[src/rtl/pie_demod_pkg.sv]
`default_nettype none
// pie_demod_pkg: state encoding and default timing constants shared by the PIE receiver files.
// rev 1.0
package pie_demod_pkg;

  localparam int CNT_W_DEFAULT     = 10;
  localparam int DELIM_MIN_DEFAULT = 20;
  localparam int DELIM_MAX_DEFAULT = 40;
  localparam int TARI_MIN_DEFAULT  = 10;
  localparam int TARI_MAX_DEFAULT  = 50;

  typedef enum logic [2:0] {
    ST_IDLE  = 3'd0,
    ST_DELIM = 3'd1,
    ST_TARI  = 3'd2,
    ST_RTCAL = 3'd3,
    ST_CAL3  = 3'd4,
    ST_DATA  = 3'd5
  } state_t;

endpackage
`default_nettype wire

[src/rtl/pie_demod_edge_sync.sv]
`default_nettype none
// pie_demod_edge_sync: 2-flop synchroniser and rise/fall pulses for the envelope input.
// Optional PIE_GLITCH_FILTER_EN adds a 2-sample agreement filter (+2 clk). rev 1.0
module pie_demod_edge_sync
  import pie_demod_pkg::*;
(
  input  logic clk,
  input  logic rst_n,
  input  logic env_async,
  output logic level,
  output logic rise,
  output logic fall
);

  logic sync_q1;
  logic sync_q2;
  logic level_d;

  always_ff @(posedge clk or negedge rst_n) begin
    if (!rst_n) begin
      sync_q1 <= 1'b0;
      sync_q2 <= 1'b0;
    end else begin
      sync_q1 <= env_async;
      sync_q2 <= sync_q1;
    end
  end

`ifdef PIE_GLITCH_FILTER_EN
  logic sync_q3;
  logic filt_q;

  // A new level is only taken once two consecutive samples agree on it.
  always_ff @(posedge clk or negedge rst_n) begin
    if (!rst_n) begin
      sync_q3 <= 1'b0;
      filt_q  <= 1'b0;
    end else begin
      sync_q3 <= sync_q2;
      if (sync_q2 == sync_q3) filt_q <= sync_q2;
    end
  end

  assign level = filt_q;
`else
  assign level = sync_q2;
`endif

  always_ff @(posedge clk or negedge rst_n) begin
    if (!rst_n) level_d <= 1'b0;
    else        level_d <= level;
  end

  assign rise = level & ~level_d;
  assign fall = ~level & level_d;

endmodule
`default_nettype wire

[src/rtl/pie_demod.sv]
`default_nettype none
// pie_demod: tag-side PIE receiver (delimiter, Tari, RTcal, TRcal, data slicing, frame flags).
// Build option PIE_GLITCH_FILTER_EN enables the input glitch filter. rev 1.0
module pie_demod
  import pie_demod_pkg::*;
#(
  parameter int CNT_W     = CNT_W_DEFAULT,
  parameter int DELIM_MIN = DELIM_MIN_DEFAULT,
  parameter int DELIM_MAX = DELIM_MAX_DEFAULT,
  parameter int TARI_MIN  = TARI_MIN_DEFAULT,
  parameter int TARI_MAX  = TARI_MAX_DEFAULT
) (
  input  logic             clk,
  input  logic             rst_n,
  input  logic             i_env_dem,
  input  logic             i_clear_cu,
  output logic             o_bit_dem,
  output logic             o_bit_vld_dem,
  output logic             o_sof_dem,
  output logic             o_preamble_dem,
  output logic [CNT_W-1:0] o_rtcal_dem,
  output logic [CNT_W-1:0] o_trcal_dem,
  output logic             o_eof_dem,
  output logic             o_err_dem
);

  localparam int LW = CNT_W + 2;
  localparam logic [LW-1:0] DELIM_MIN_L = LW'(DELIM_MIN);
  localparam logic [LW-1:0] DELIM_MAX_L = LW'(DELIM_MAX);
  localparam logic [LW-1:0] TARI_MIN_L  = LW'(TARI_MIN);
  localparam logic [LW-1:0] TARI_MAX_L  = LW'(TARI_MAX);
  localparam logic [LW-1:0] CNT_MAX_L   = LW'({CNT_W{1'b1}});

  logic level, rise, fall;

  pie_demod_edge_sync u_edge_sync (
    .clk       (clk),
    .rst_n     (rst_n),
    .env_async (i_env_dem),
    .level     (level),
    .rise      (rise),
    .fall      (fall)
  );

  logic [CNT_W-1:0] cnt;
  logic             cnt_sat;

  assign cnt_sat = &cnt;

  always_ff @(posedge clk or negedge rst_n) begin
    if (!rst_n)           cnt <= '0;
    else if (rise | fall) cnt <= '0;
    else if (!cnt_sat)    cnt <= cnt + 1'b1;
  end

  // cur_len is the length of the run that ends at this edge; a symbol is high run + low run.
  logic [LW-1:0] cur_len, hi_len, sym_len;
  logic          hi_sat, sym_bad, low_run;

  assign cur_len = LW'(cnt) + LW'(1'b1);

  always_ff @(posedge clk or negedge rst_n) begin
    if (!rst_n) begin
      hi_len <= '0;
      hi_sat <= 1'b0;
    end else if (fall) begin
      hi_len <= cur_len;
      hi_sat <= cnt_sat;
    end
  end

  assign sym_len = hi_len + cur_len;
  assign sym_bad = hi_sat | cnt_sat | (sym_len > CNT_MAX_L);
  assign low_run = ~level & ~fall;

  state_t           state_q, state_d;
  logic [CNT_W-1:0] tari_q, tari_d, rtcal_q, rtcal_d;
  logic [CNT_W-1:0] rtcal_o_d, trcal_o_d;
  logic             bit_d, bit_vld_d, sof_d, pre_d, eof_d, err_d;
  logic [LW-1:0]    tari_ext, rtcal_ext, pivot, rt_lo, rt_hi;

  assign tari_ext  = LW'(tari_q);
  assign rtcal_ext = LW'(rtcal_q);
  assign pivot     = LW'(rtcal_q[CNT_W-1:1]);
  assign rt_lo     = tari_ext << 1;
  assign rt_hi     = rt_lo + tari_ext;

  always_comb begin
    state_d   = state_q;
    tari_d    = tari_q;
    rtcal_d   = rtcal_q;
    rtcal_o_d = o_rtcal_dem;
    trcal_o_d = o_trcal_dem;
    pre_d     = o_preamble_dem;
    bit_d     = 1'b0;
    bit_vld_d = 1'b0;
    sof_d     = 1'b0;
    eof_d     = 1'b0;
    err_d     = 1'b0;
    if (i_clear_cu) begin
      state_d = ST_IDLE;
    end else begin
      case (state_q)
        ST_IDLE: if (fall) state_d = ST_DELIM;
        ST_DELIM: begin
          if (rise) begin
            state_d = (!cnt_sat && cur_len >= DELIM_MIN_L && cur_len <= DELIM_MAX_L)
                      ? ST_TARI : ST_IDLE;
          end else if (low_run && cur_len > DELIM_MAX_L) begin
            state_d = ST_IDLE;
          end
        end
        ST_TARI: begin
          if (rise) begin
            if (!sym_bad && sym_len >= TARI_MIN_L && sym_len <= TARI_MAX_L) begin
              tari_d  = sym_len[CNT_W-1:0];
              state_d = ST_RTCAL;
            end else begin
              err_d   = 1'b1;
              state_d = ST_IDLE;
            end
          end else if (low_run && cur_len > DELIM_MAX_L) begin
            err_d   = 1'b1;
            state_d = ST_IDLE;
          end
        end
        ST_RTCAL: begin
          if (rise) begin
            if (!sym_bad && sym_len >= rt_lo && sym_len <= rt_hi) begin
              rtcal_d = sym_len[CNT_W-1:0];
              state_d = ST_CAL3;
            end else begin
              err_d   = 1'b1;
              state_d = ST_IDLE;
            end
          end else if (low_run && cur_len > DELIM_MAX_L) begin
            err_d   = 1'b1;
            state_d = ST_IDLE;
          end
        end
        ST_CAL3: begin
          if (rise) begin
            if (sym_bad || sym_len < TARI_MIN_L) begin
              err_d   = 1'b1;
              state_d = ST_IDLE;
            end else begin
              sof_d     = 1'b1;
              rtcal_o_d = rtcal_q;
              state_d   = ST_DATA;
              if (sym_len > rtcal_ext) begin
                pre_d     = 1'b1;
                trcal_o_d = sym_len[CNT_W-1:0];
              end else begin
                pre_d     = 1'b0;
                bit_vld_d = 1'b1;
                bit_d     = (sym_len > pivot);
              end
            end
          end else if (low_run && cur_len >= DELIM_MIN_L) begin
            err_d   = 1'b1;
            state_d = ST_DELIM;
          end
        end
        ST_DATA: begin
          // Symbols shorter than the minimum Tari can only be glitches.
          if (rise) begin
            if (sym_bad || sym_len > rtcal_ext || sym_len < TARI_MIN_L) begin
              err_d   = 1'b1;
              state_d = ST_IDLE;
            end else begin
              bit_vld_d = 1'b1;
              bit_d     = (sym_len > pivot);
            end
          end else if (low_run && cur_len >= DELIM_MIN_L) begin
            err_d   = 1'b1;
            state_d = ST_DELIM;
          end else if (level && cur_len > rtcal_ext) begin
            eof_d   = 1'b1;
            state_d = ST_IDLE;
          end
        end
        default: state_d = ST_IDLE;
      endcase
    end
  end

  always_ff @(posedge clk or negedge rst_n) begin
    if (!rst_n) begin
      state_q        <= ST_IDLE;
      tari_q         <= '0;
      rtcal_q        <= '0;
      o_bit_dem      <= 1'b0;
      o_bit_vld_dem  <= 1'b0;
      o_sof_dem      <= 1'b0;
      o_preamble_dem <= 1'b0;
      o_rtcal_dem    <= '0;
      o_trcal_dem    <= '0;
      o_eof_dem      <= 1'b0;
      o_err_dem      <= 1'b0;
    end else begin
      state_q        <= state_d;
      tari_q         <= tari_d;
      rtcal_q        <= rtcal_d;
      o_bit_dem      <= bit_d;
      o_bit_vld_dem  <= bit_vld_d;
      o_sof_dem      <= sof_d;
      o_preamble_dem <= pre_d;
      o_rtcal_dem    <= rtcal_o_d;
      o_trcal_dem    <= trcal_o_d;
      o_eof_dem      <= eof_d;
      o_err_dem      <= err_d;
    end
  end

endmodule
`default_nettype wire

[config.mk]
export PLATFORM = sky130hd
export DESIGN_NAME = pie_demod
export DESIGN_NICKNAME = d
export VERILOG_FILES = /design/src/rtl/pie_demod_pkg.sv /design/src/rtl/pie_demod_edge_sync.sv /design/src/rtl/pie_demod.sv
export SDC_FILE = /design/constraint.sdc
export NUM_CORES = 1
export LEC_CHECK = 0
export CAP_MARGIN = 20
export CORE_MARGIN = 4
export CORE_UTILIZATION = 70
export CTS_BUF_LIST = sky130_fd_sc_hd__clkbuf_8
export CTS_CLUSTER_DIAMETER = 150
export DETAILED_ROUTE_END_ITERATION = 7
export DONT_BUFFER_PORTS = 1
export MAX_ROUTING_LAYER = met4
export PLACE_DENSITY = 0.86
export RECOVER_POWER = 25
export SLEW_MARGIN = 0
export SYNTH_ARGS = -nofsm -noshare
export SYNTH_HDL_FRONTEND = slang
export SYNTH_SLANG_ARGS = --single-unit
export TNS_END_PERCENT = 100
[constraint.sdc]
create_clock -name clk -period 12.7 [get_ports clk]
set_clock_uncertainty 0.05 [all_clocks]
set_input_delay 3.81 -clock clk [delete_from_list [all_inputs] [get_ports clk]]
set_output_delay 3.81 -clock clk [all_outputs]
set_load 0.01 [all_outputs]
After elaboration in Yosys (flattened, before gate mapping)
Cells that the tools add are included.
Widths: inputs -> output; s select.
{"block": "totals", "regBits": 75, "latchBits": 0, "ram_bits": 0, "romBits": 0, "output_inout_bits": 26, "mem_count": 0}
{"block": "op_classes", "addsub": 4, "mul": 0, "div": 0, "order_cmp": 12, "eq_ne": 10, "shifts": 0, "mux": 55, "n_bitwise": 11, "reduce_logical": 21}
{"operator": "$mux 3", "count": 14}
{"operator": "$mux 1", "count": 33}
{"operator": "$mux 10", "count": 2}
{"operator": "$pmux 3 s6", "count": 1}
{"operator": "$reduce_and 4->1", "count": 4}
{"operator": "$add 11x10->12", "count": 1}
{"operator": "$add 12x11->12", "count": 1}
{"operator": "$ge 12x11->1", "count": 1}
{"operator": "$ge 12x4->1 const B", "count": 1}
{"operator": "$gt 12x10->1", "count": 1}
{"operator": "$gt 12x10->1 const B", "count": 1}
{"operator": "$gt 12x9->1", "count": 1}
{"operator": "$le 12x12->1", "count": 1}
{"operator": "$le 12x6->1 const B", "count": 1}
{"operator": "$lt 12x4->1 const B", "count": 1}
{"operator": "$add 10x1->11 const B", "count": 1}
{"operator": "$ge 11x5->1 const B", "count": 1}
{"operator": "$gt 11x10->1", "count": 1}
{"operator": "$gt 11x6->1 const B", "count": 1}
{"operator": "$le 11x6->1 const B", "count": 1}
{"operator": "$add 10x1->10 const B", "count": 1}
{"operator": "$reduce_and 10->1", "count": 1}
{"operator": "$logic_and 1x1->1", "count": 9}
{"operator": "$ne 4x4->1 const B", "count": 2}
{"operator": "16 further kinds", "count": 31}

Depth between registers and ports, before layout
Gate-level depths: netlist of run 1.
{"block": "depth", "ltp_word": 11, "mapped_depth": 22, "ltp_nobuf": 20}

Hierarchy
From an unflattened synthesis of run 1, not the netlist that was laid out.
{"block": "hier_totals", "cells_unflattened": 570, "hier_area_um2": 5494.0}
{"mod": "pie_demod", "instances": 1, "cells_per_inst": 565, "area_per_inst_um2": 5403.9, "seq_area_each_um2": 1776.7}
{"mod": "pie_demod_edge_sync", "instances": 1, "cells_per_inst": 5, "area_per_inst_um2": 90.1, "seq_area_each_um2": 75.1}

Worst setup path before layout of run 1
OpenSTA, ideal clock, no wires.
{"block": "synth_path", "path_type": "register to register", "start": "reg cnt[0]", "end": "reg rtcal_q[0]", "setup_ps": 125, "arrival_time_ps": 5041, "required_ps": 12525, "path_slack_ps": 7484, "stages_incl_launch_ff": 20, "n_path_buf": 2, "period_less_slack_ps": 5216, "cell_sequence": "dfrtp_1 -> ha_1 -> clkbuf_1 -> and3_1 -> xnor2_1 -> inv_1 -> ha_1 -> nand2_1 -> o31ai_4 -> a31oi_1 -> xnor2_1 -> ha_1 -> a211o_1 -> o311ai_0 -> o21ai_0 -> maj3_1 -> a211oi_1 -> or4_1 -> buf_6 -> mux2_4"}
{"block": "synth_between", "elab_chain_len": 8, "elab_cells_between_ends": 12, "cone_classes": "2 x add/sub; 3 x order compare; 2 x bitwise; 5 x reduce/logical"}
{"item": "start, declared", "line": "pie_demod.sv:45", "text": "logic [CNT_W-1:0] cnt;"}
{"item": "start signal, assigned", "line": "pie_demod.sv:53", "text": "else if (!cnt_sat) cnt <= cnt + 1'b1;"}
{"item": "$add 10x1->11 *", "line": "pie_demod.sv:60", "text": "assign cur_len = LW'(cnt) + LW'(1'b1);"}
{"item": "named net cur_len[4]", "line": "pie_demod.sv:57", "text": "logic [LW-1:0] cur_len, hi_len, sym_len;"}
{"item": "$add 12x11->12 *", "line": "pie_demod.sv:72", "text": "assign sym_len = hi_len + cur_len;"}
{"item": "named net sym_len[7]", "line": "pie_demod.sv:57"}
{"item": "$gt 12x10->1", "line": "pie_demod.sv:73", "text": "assign sym_bad = hi_sat | cnt_sat | (sym_len > CNT_MAX_L);"}
{"item": "$or 1x1->1", "line": "pie_demod.sv:73"}
{"item": "$logic_not 1->1", "line": "pie_demod.sv:129", "text": "if (!sym_bad && sym_len >= rt_lo && sym_len <= rt_hi) begin"}
{"item": "$logic_and 1x1->1", "line": "pie_demod.sv:129"}
{"item": "$logic_and 1x1->1 *", "line": "pie_demod.sv:129"}
{"item": "$reduce_and 4->1 (no source line) *"}
{"item": "end signal, assigned", "line": "pie_demod.sv:203", "text": "rtcal_q <= rtcal_d;"}
{"item": "end, declared", "line": "pie_demod.sv:77", "text": "logic [CNT_W-1:0] tari_q, tari_d, rtcal_q, rtcal_d;"}
Mark *: on every way through the listed nets, which the timed path passes. The rest lies on a longest branch.
A chain may end at the register's enable or synchronous reset.

Final worst setup path of run 1
{"block": "layout_path", "start": "reg cnt[0]", "end": "reg rtcal_q[4]"}
The elaborated chain is that of the path after synthesis.

==> results.tsv, run 1 <==
metric	value	unit
Crit Path Category	reg2reg	
Die H	96.51	um
Distinct cells, synth	68	
Ys Warns	0	
Routed WL	12290	um
mux cell area share after synthesis	0.08989	
die area	9314	sq um
commonest cells in the netlist	ha_1, dfrtp_1, inv_1, a21oi_1, nor2_1	
Slew Limit Fails	0	
unrepaired setup endpoints after global routing	no	
main combinational cell family by area after synthesis	adder cells	
vias in the first global route	4330	
root buf cell	clkbuf_8	
most frequent cell after synthesis	ha_1	
H-Tree Depth	3	
maximum root-to-sink buffer count	2	
switching share of power	0.3456	
via count	4331	
min Tclk post-route	6128	ps
fin crit share	0.4825	
crit start category	register	
PD cells	116.5	nW/um^2
row cnt	32	
post-synth top area cell	dfrtp_1	
core footprint	7687	sq um
Flop pwr share	0.372	
Combinational Power Share	0.346	
CP dominant cell by count	ha_1	
# DRC	0	
total track usage	0.2946	
Int Power	0.4402	mW
Synth Register Bits	74	
status	complete, no violations	
Post-Route Setup TNS	0	ps
adder-cell share of the synthesized area	0.1802	
Sw Pwr	0.2325	mW
syn nets	644	
post-synthesis cell area	5484	sq um
initial core utilization	0.7134	
simple-gate share of the synthesized area	0.1383	
largest cells by area after synthesis	dfrtp_1, ha_1, mux2_2	
# port buffers	0	
initial antenna violation count	0	
nets@finish	644	
CTS Buf Count	9	
share of layout cells above drive strength 1	0.1180	
Congestion Overflow GR	0	
post-CTS setup buffers	0	
# placed instances	654	
crit-path max FO	10	
crit path capture type	register	
CTS tree	built	
DRT antenna net count	0	
largest net degree at the start of global routing	75	
# setup viols final	0	
crit path DAT	6310	ps
total power draw	0.6727	mW
Critical Path RT	12880	ps
CTS clock-pin slew for the worst setup and hold paths	80	ps
Hold WS	307.5	ps
die width	96.51	um
max cap viols	0	
routability congestion estimate	0.9329	
synthesized area per cell	9.741	sq um
fillers	534	
post-CTS sizing	0	
drt pass-1 iters	5	
CTS sink count	74	
Synth Area in XOR/XNOR	0.03833	
wire per inst	18.35	um
Worst Hold Class	reg2reg	
IO Pins	30	
Post-CTS Hold Fix Bufs	0	
Least-Margin Pin Slew	768.2	ps
Area Overhead vs Synth	5.316	%
clock power share	0.282	
fin cells	670	
Post-synth EDFFs	0	
compound-gate portion of the synthesized area	0.1688	
DP HPWL	9436	um
Fin. Hold Viols	0	
Peak VDD IR	0.08651	mV
DRT iter0 DRCs	285	
Syn Inst Count	563	
sequential share of the synthesized area	0.3377	
top cell type's share of synthesized area	0.3377	
Diodes inserted	0	
delay of the slowest critical-path stage	640	ps
CP max-delay cell	xnor2_1	
first-pass GRT wire length	20760	um
asr flop ratio synth	1.000	
vias per inst	6.464	
Cell Chain, Critical Path	ha_1, and3_1, xnor2_1, inv_1, ha_1, nand2_1, o31ai_4, a31oi_1, xnor2_1, ha_1, a211o_1, o311ai_0, o21ai_0, maj3_1, a211oi_1, or4_1, mux2_4	
Clk Latency, worst-skew pair	350	ps
Synth Flop Type	dfrtp_1	
achievable clock frequency	163.2	MHz
Slew HR	0.4842	
leak pwr	2.859	nW
==> metal layers <==
| layer | part of all wire | GRT usage | wire, um |
|---|---|---|---|
| met2 | 0.47 | 0.4644 | 5789 |
| met1 | 0.45 | 0.3818 | 5568 |
| met4 | 0.022 | 0.1133 | 276 |
| met5 | 0 | - | 0 |
| met3 | 0.054 | 0.04880 | 658 |
==> through the flow <==
step / utilization / area, sq um / setup slack, ps
final: 0.7513 / 5776 / 6572
after global routing: 0.7513 / 5776 / 6180
after CTS: 0.7516 / 5778 / 6617
after detailed placement: 0.7249 / 5573 / 6642
after global placement: 0.7249 / 5573 / 6862
after floorplan: - / 5484 / 7484
==> logic make-up after synthesis <==
family / Yosys count
AO/OA/AOI/OAI: 136
flip-flops: 74
AND/OR/NAND/NOR: 145
buffers and inverters: 65
adder cells (fa/ha/maj): 78
XOR/XNOR: 24
multiplexers: 41
==> sequential cells by signal (all words and copies together), names as in the netlist, 3 cells and up <==
register and flops:
state_q 3, cnt 10, o_rtcal_dem 10, o_trcal_dem 10, rtcal_q 10, tari_q 10
hi_len 11
==> cells in the final DEF, fill, tap and decap left out, types with 4 or more instances in the layout <==
| cell | n |
|---|---|
| inv_1 | 50 |
| and3_1 | 7 |
| xnor2_1 | 18 |
| a21oi_1 | 42 |
| mux2_2 | 28 |
| ha_1 | 75 |
| nor2b_1 | 7 |
| a21o_1 | 15 |
| nand2_1 | 27 |
| xor2_1 | 6 |
| nand3_1 | 15 |
| nor3_1 | 10 |
| mux2_4 | 9 |
| a211o_1 | 5 |
| a211oi_1 | 6 |
| nor2_1 | 37 |
| buf_4 | 4 |
| o21ai_0 | 22 |
| a31oi_1 | 5 |
| nor4_1 | 4 |
| o21bai_1 | 6 |
| nand2b_1 | 7 |
| o21a_1 | 6 |
| dfrtp_1 | 74 |
| nand4_1 | 11 |
| clkbuf_8 | 11 |
| o311ai_0 | 4 |
==> power groups by stage <==
stage | clock network [mW] | registers [mW] | logic [mW]
final | 0.190 | 0.250 | 0.233
after global routing | 0.202 | 0.251 | 0.264
after global placement | 0 | 0.254 | 0.212
after floorplan | 0 | 0.252 | 0.167
after CTS | 0.191 | 0.250 | 0.230
after detailed placement | 0 | 0.255 | 0.226
==> path summary, 6_finish.rpt <==
path / start / endpoint / slack (ps) / cells after the start
max: cnt[0]$_DFFE_PN0P_ / rtcal_q[4]$_DFFE_PN0P_ / 6570 / 17
min: u_edge_sync.sync_q1$_DFF_PN0_ / u_edge_sync.level$_DFF_PN0_ / 310 / 0
max reg2reg: cnt[0]$_DFFE_PN0P_ / rtcal_q[4]$_DFFE_PN0P_ / 6570 / 17
min reg2reg: u_edge_sync.sync_q1$_DFF_PN0_ / u_edge_sync.level$_DFF_PN0_ / 310 / 0
max in group asynchronous: rst_n / rtcal_q[1]$_DFFE_PN0P_ / 9360 / 0
min in group asynchronous: rst_n / tari_q[9]$_DFFE_PN0P_ / 3090 / 0
==> layout make-up <==
class / count / area (sq um) / area share
clock inverters: 5 / 53.80 / 0.009315
repair buffers: 4 / 30.03 / 0.005199
flip-flops and latches: 74 / 1852 / 0.3206
multi-input cells: 424 / 3373 / 0.5841
inverters: 50 / 187.7 / 0.03250
clock buffers: 11 / 151.4 / 0.02621
well taps: 102 / 127.6 / 0.02210
==> worst max-delay path: cells and delay by family, from the launching register on <==
kind / cells / cell delay, ps
compound gates: 6 / 1710
xor+xnor: 2 / 880
mux: 1 / 350
fa+ha+maj: 4 / 1450
simple gates: 3 / 1020
buf+inv: 1 / 110
flops: 1 / 450
Note: power is estimated with default switching activity, not from simulation.
==> run 2, diff against run 1 <==
Settings changed: CORE_UTILIZATION 70 to 60, PLACE_DENSITY 0.86 to 0.79.
Clock period 12.7 ns to 5.21 ns, I/O delays scaled along.
==> run 2 against run 1 <==
Effect of this change:
- clock power grew to 2.6 times the previous value
- die area grew 15%
- register-to-register slack lost 6400 ps
- total power grew to 2.5 times the previous value
- utilization shrank 7.2 points
- final area grew 3.5%
- critical path depth grew 3
- global-route usage shrank 4.0 points
- setup slack lost 6400 ps
==> results.tsv, run 2 (synthesis gave the netlist of run 1 again) <==
metric	value	unit
DP HPWL	9906	um
crit start category	register	
# DRC	0	
H-Tree Depth	3	
Clk Latency, worst-skew pair	360	ps
Sw Pwr	0.5964	mW
FF-to-FF setup slack	200	ps
CP dominant cell by count	ha_1	
Fin. Hold Viols	0	
Flop pwr share	0.360	
post-CTS setup buffers	0	
DRT antenna net count	0	
share of layout cells above drive strength 1	0.1658	
Slew HR	0.4978	
CP max-delay cell	or4_4	
initial antenna violation count	0	
nets@finish	662	
max FFs per register	11	
leak pwr	2.979	nW
clock power share	0.285	
achievable clock frequency	199.6	MHz
die width	103.6	um
maximum root-to-sink buffer count	2	
root buf cell	clkbuf_8	
# setup viols final	0	
PD cells	284.4	nW/um^2
Critical Path RT	5400	ps
Die H	103.6	um
Cell Chain, Critical Path	ha_1, and3_1, xnor2_1, inv_1, ha_1, a21o_1, and2_1, o31a_1, o21a_1, nor2_2, xnor2_2, ha_1, nand4_1, or2_2, a21oi_1, a211o_1, o22ai_2, nand3_1, or4_4, mux2_4	
fin cells	693	
Diodes inserted	0	
Crit Path Category	reg2reg	
IO Pins	30	
switching share of power	0.3507	
RR Endpoint	rtcal_q[0]$_DFFE_PN0P_	
Hold WS	306.4	ps
Least-Margin Pin Slew	753.3	ps
hold path endpoint	u_edge_sync.level$_DFF_PN0_	
Slew Limit Fails	0	
commonest cells after routing, fill and taps aside	ha_1, dfrtp_1, inv_1	
crit-path max FO	10	
initial core utilization	0.6228	
status	complete, no violations	
routability congestion estimate	0.9075	
vias per inst	6.332	
final setup margin	200.2	ps
Combinational Power Share	0.355	
min Tclk post-route	5010	ps
# placed instances	679	
die area	10730	sq um
Peak VDD IR	0.1919	mV
DRT iter0 DRCs	247	
Congestion Overflow GR	0	
first-pass GRT wire length	21760	um
Int Power	1.104	mW
core footprint	8806	sq um
# port buffers	0	
wire per inst	18.66	um
delay of the slowest critical-path stage	590	ps
row cnt	34	
Routed WL	12930	um
drt pass-1 iters	4	
most flop-heavy register	hi_len	
HP Start	u_edge_sync.sync_q1$_DFF_PN0_	
via count	4388	
CTS tree	built	
crit path DAT	5200	ps
total track usage	0.2542	
vias in the first global route	4428	
r2r startpoint	cnt[0]$_DFFE_PN0P_	
fin crit share	0.9616	
crit path capture type	register	
CTS clock-pin slew for the worst setup and hold paths	80	ps
largest net degree at the start of global routing	75	
Reg2Reg Depth	20	
Area Overhead vs Synth	9.035	%
hold path depth	0	
Finished Core Util	0.6790	
most common cell after layout, fill and taps aside	ha_1	
CTS sink count	74	
CTS Buf Count	9	
Worst Hold Class	reg2reg	
max cap viols	0	
pre-CTS WS	-11.88	ps
## run 2: changes by cell type in the layout (fill, tap and decap cells not counted), moves of 2 or more
| cell | previous run | this run |
|---|---|---|
| clkbuf_8 | 11 | 9 |
| xnor2_1 | 18 | 15 |
| xnor2_2 | 0 | 3 |
| nor2_1 | 37 | 35 |
| nor2_2 | 1 | 3 |
| buf_4 | 4 | 22 |
## run 2: worst max-delay path: cells and delay by family, from the launching register on
| kind | cells | cell delay [ps] |
|---|---|---|
| muxes | 1 | 340 |
| buffers and inverters | 1 | 90 |
| and+or+nand+nor | 7 | 1520 |
| xor gates and xnor gates | 2 | 380 |
| AOI/OAI and AO/OA | 6 | 1150 |
| DFF | 1 | 450 |
| adders and majority gates | 3 | 920 |
## run 2: stage by stage
step / power [mW] / area (sq um) / setup TNS, ps
2_1_floorplan: 1.022 / 5492 / 0
3_3_place_gp: 1.164 / 5731 / 0
3_5_place_dp: 1.200 / 5731 / -15.23
4_1_cts: 1.688 / 5953 / 0
5_1_grt: 1.795 / 5979 / -227.0
6_report: 1.701 / 5979 / 0
## run 2: what timing repair did
action | in CTS | in global routing
hold buffers | 0 | 0
pin swaps | 0 | 0
setup endpoints to repair | 6 | 11
resized for setup | 2 | 11
## run 2: how the worst max path moves through the flow
stage	slack, ps	start	depth (start not counted)	endpoint
floorplan	140	cnt[0]$_DFFE_PN0P_	19	rtcal_q[0]$_DFFE_PN0P_
global placement	200	cnt[2]$_DFFE_PN0P_	21	rtcal_q[0]$_DFFE_PN0P_
detailed placement	-10	cnt[0]$_DFFE_PN0P_	21	rtcal_q[0]$_DFFE_PN0P_
CTS	4	cnt[2]$_DFFE_PN0P_	21	rtcal_q[0]$_DFFE_PN0P_
global route	-40	cnt[1]$_DFFE_PN0P_	20	rtcal_q[0]$_DFFE_PN0P_
finish	200	cnt[0]$_DFFE_PN0P_	20	rtcal_q[0]$_DFFE_PN0P_
## run 2: layout make-up
| class | count | area, sq um |
|---|---|---|
| clock inverter | 6 | 83.83 |
| multi-input combinational | 424 | 3431 |
| fill | 672 | 2826 |
| timing repair buffer | 22 | 165.2 |
| tap | 108 | 135.1 |
| inverter | 50 | 187.7 |
| sequential | 74 | 1853 |
| clock buffer | 9 | 123.9 |
## run 2: routing by layer
| metal | track usage | vias up | share of wire |
|---|---|---|---|
| li1 | - | 2080 | - |
| met1 | 0.3337 | 2158 | 0.46 |
| met2 | 0.4019 | 126 | 0.47 |
| met3 | 0.03918 | 24 | 0.049 |
| met4 | 0.09307 | 0 | 0.019 |
| met5 | - | - | 0 |
## run 2: power groups by stage
stage	registers, mW	clock network, mW	logic, mW
after global routing	0.614	0.519	0.661
after global placement	0.620	0	0.544
after CTS	0.611	0.489	0.589
after floorplan	0.613	0	0.409
final	0.612	0.485	0.604
after detailed placement	0.622	0	0.578
==> run 3, diff against run 2 <==
Settings changed: CORE_UTILIZATION 60 to 70, CTS_BUF_LIST sky130_fd_sc_hd__clkbuf_8 to default, PLACE_DENSITY 0.79 to 0.86.
Clock period 5.21 ns to 6.45 ns, I/O delays scaled along.
==> run 3 against run 2 <==
Effect of this change:
- sequential share of layout area grew 1.1 points
- final area shrank 3.5%
- combinational power shrank 23%
- highest routed layer unchanged
- total power shrank 22%
- wire length grew 0.18%
- sequential cell count is the same
- worst hold slack gained 9.4 ps
- die area shrank 13%
- first-iteration DRC count grew 38%
==> results.tsv, run 3 (synthesis gave the netlist of run 1 again) <==
metric	value	unit
vias per inst	6.529	
crit start category	register	
min Tclk post-route	5973	ps
switching share of power	0.3468	
routability congestion estimate	0.9656	
via count	4368	
Fin. Hold Viols	0	
DRT iter0 DRCs	341	
Post-Route Setup TNS	0	ps
initial core utilization	0.7134	
post-CTS setup buffers	0	
drt pass-1 iters	7	
CTS sink count	74	
post-CTS sizing	0	
Sw Pwr	0.4581	mW
Slew HR	0.4539	
# setup viols final	0	
row cnt	32	
leak pwr	2.863	nW
Slew Limit Fails	0	
most flop-heavy register	hi_len	
fin crit share	0.9260	
HP Start	u_edge_sync.sync_q1$_DFF_PN0_	
total track usage	0.3120	
Diodes inserted	0	
CTS tree	built	
max FFs per register	11	
# port buffers	0	
Int Power	0.8628	mW
die area	9314	sq um
achievable clock frequency	167.4	MHz
Post-CTS Hold Fix Bufs	0	
root buf cell	clkbuf_8	
nets@finish	645	
DP HPWL	9512	um
IO Pins	30	
Crit Path Category	reg2reg	
H-Tree Depth	3	
first-pass GRT wire length	21680	um
crit path capture type	register	
Flop pwr share	0.374	
initial antenna violation count	0	
Routed WL	12950	um
r2r startpoint	cnt[0]$_DFFE_PN0P_	
vias in the first global route	4456	
largest net degree at the start of global routing	75	
PD cells	228.8	nW/um^2
crit path DAT	6160	ps
Clk Latency, worst-skew pair	350	ps
unrepaired setup endpoints after global routing	no	
Combinational Power Share	0.350	
max cap viols	0	
core footprint	7687	sq um
die width	96.51	um
Finished Core Util	0.7508	
# DRC	0	
share of layout cells above drive strength 1	0.1199	
footprint of the multi-input gates	3376	sq um
wire per inst	19.36	um
Area Overhead vs Synth	5.248	%
commonest cells after routing, fill and taps aside	ha_1, dfrtp_1, inv_1	
CTS clock-pin slew for the worst setup and hold paths	70	ps
maximum root-to-sink buffer count	2	
Die H	96.51	um
CTS Buf Count	9	
Critical Path RT	6630	ps
DRT antenna net count	0	
CP Launch Point	cnt[0]$_DFFE_PN0P_	
Worst Hold Class	reg2reg	
crit-path max FO	10	
most common cell after layout, fill and taps aside	ha_1	
Peak VDD IR	0.1646	mV
Congestion Overflow GR	0	
fillers	528	
clock power share	0.276	
Least-Margin Pin Slew	819.1	ps
FF/Latch Area	1852	sq um
status	complete, no violations	
-- run 3: routing by layer --
metal	vias to the layer above	share of wire	track usage	wire (um)
met5	-	0	-	0
met4	0	0.018	0.1075	231
met3	29	0.073	0.07591	948
met2	188	0.47	0.5000	6139
met1	2108	0.44	0.3874	5635
li1	2043	-	-	-
-- run 3: final timing paths --
check / endpoint / slack (ps) / depth (start not counted)
setup / recovery: rtcal_q[0]$_DFFE_PN0P_ / 480 / 19
hold / removal: u_edge_sync.level$_DFF_PN0_ / 320 / 0
setup reg to reg: rtcal_q[0]$_DFFE_PN0P_ / 480 / 19
hold reg to reg: u_edge_sync.level$_DFF_PN0_ / 320 / 0
max in group asynchronous: o_trcal_dem[1]$_DFFE_PN0P_ / 4990 / 0
min in group asynchronous: tari_q[8]$_DFFE_PN0P_ / 1220 / 0
-- run 3: layout make-up --
| cell class | count | share of cell area |
|---|---|---|
| Clock inverter | 3 | 0.006937 |
| Tap cell | 102 | 0.02211 |
| Timing Repair Buffer | 5 | 0.006503 |
| Inverter | 50 | 0.03252 |
| Multi-Input combinational cell | 424 | 0.5849 |
| Clock buffer | 11 | 0.02623 |
| Sequential cell | 74 | 0.3208 |
-- run 3: power groups by stage --
stage | sequential [mW] | clock (mW) | combinational [mW]
floorplan | 0.495 | 0 | 0.329
global placement | 0.501 | 0 | 0.421
detailed placement | 0.502 | 0 | 0.445
CTS | 0.494 | 0.367 | 0.455
global route | 0.496 | 0.389 | 0.521
finish | 0.494 | 0.364 | 0.463
-- run 3: stage by stage --
| step | worst slack, ps | cells | power (mW) | instance area (sq um) | hold WS (ps) |
|---|---|---|---|---|---|
| final | 477.5 | 669 | 1.321 | 5772 | 315.8 |
| after floorplan | 1234 | 563 | 0.8246 | 5484 | 281.2 |
| after CTS | 626.0 | 669 | 1.315 | 5772 | 318.3 |
| after global routing | 129.1 | 669 | 1.406 | 5772 | 337.6 |
| after global placement | 1008 | 655 | 0.9220 | 5580 | 285.0 |
| after detailed placement | 791.9 | 655 | 0.9470 | 5580 | 291.8 |
-- run 3: worst max-delay path, stage by stage (launching register included) --
cell,delay [ps]
dfrtp_1,460
ha_1,340
and3_1,260
xnor2_1,310
inv_1,130
ha_1,390
nand3_1,110
a21oi_1,200
o31a_1,220
o21a_1,130
nor2_1,50
xnor2_1,570
ha_1,370
nor3b_1,150
a41oi_1,220
o21ai_0,170
maj3_1,380
a211oi_1,370
or4_1,600
mux2_4,360
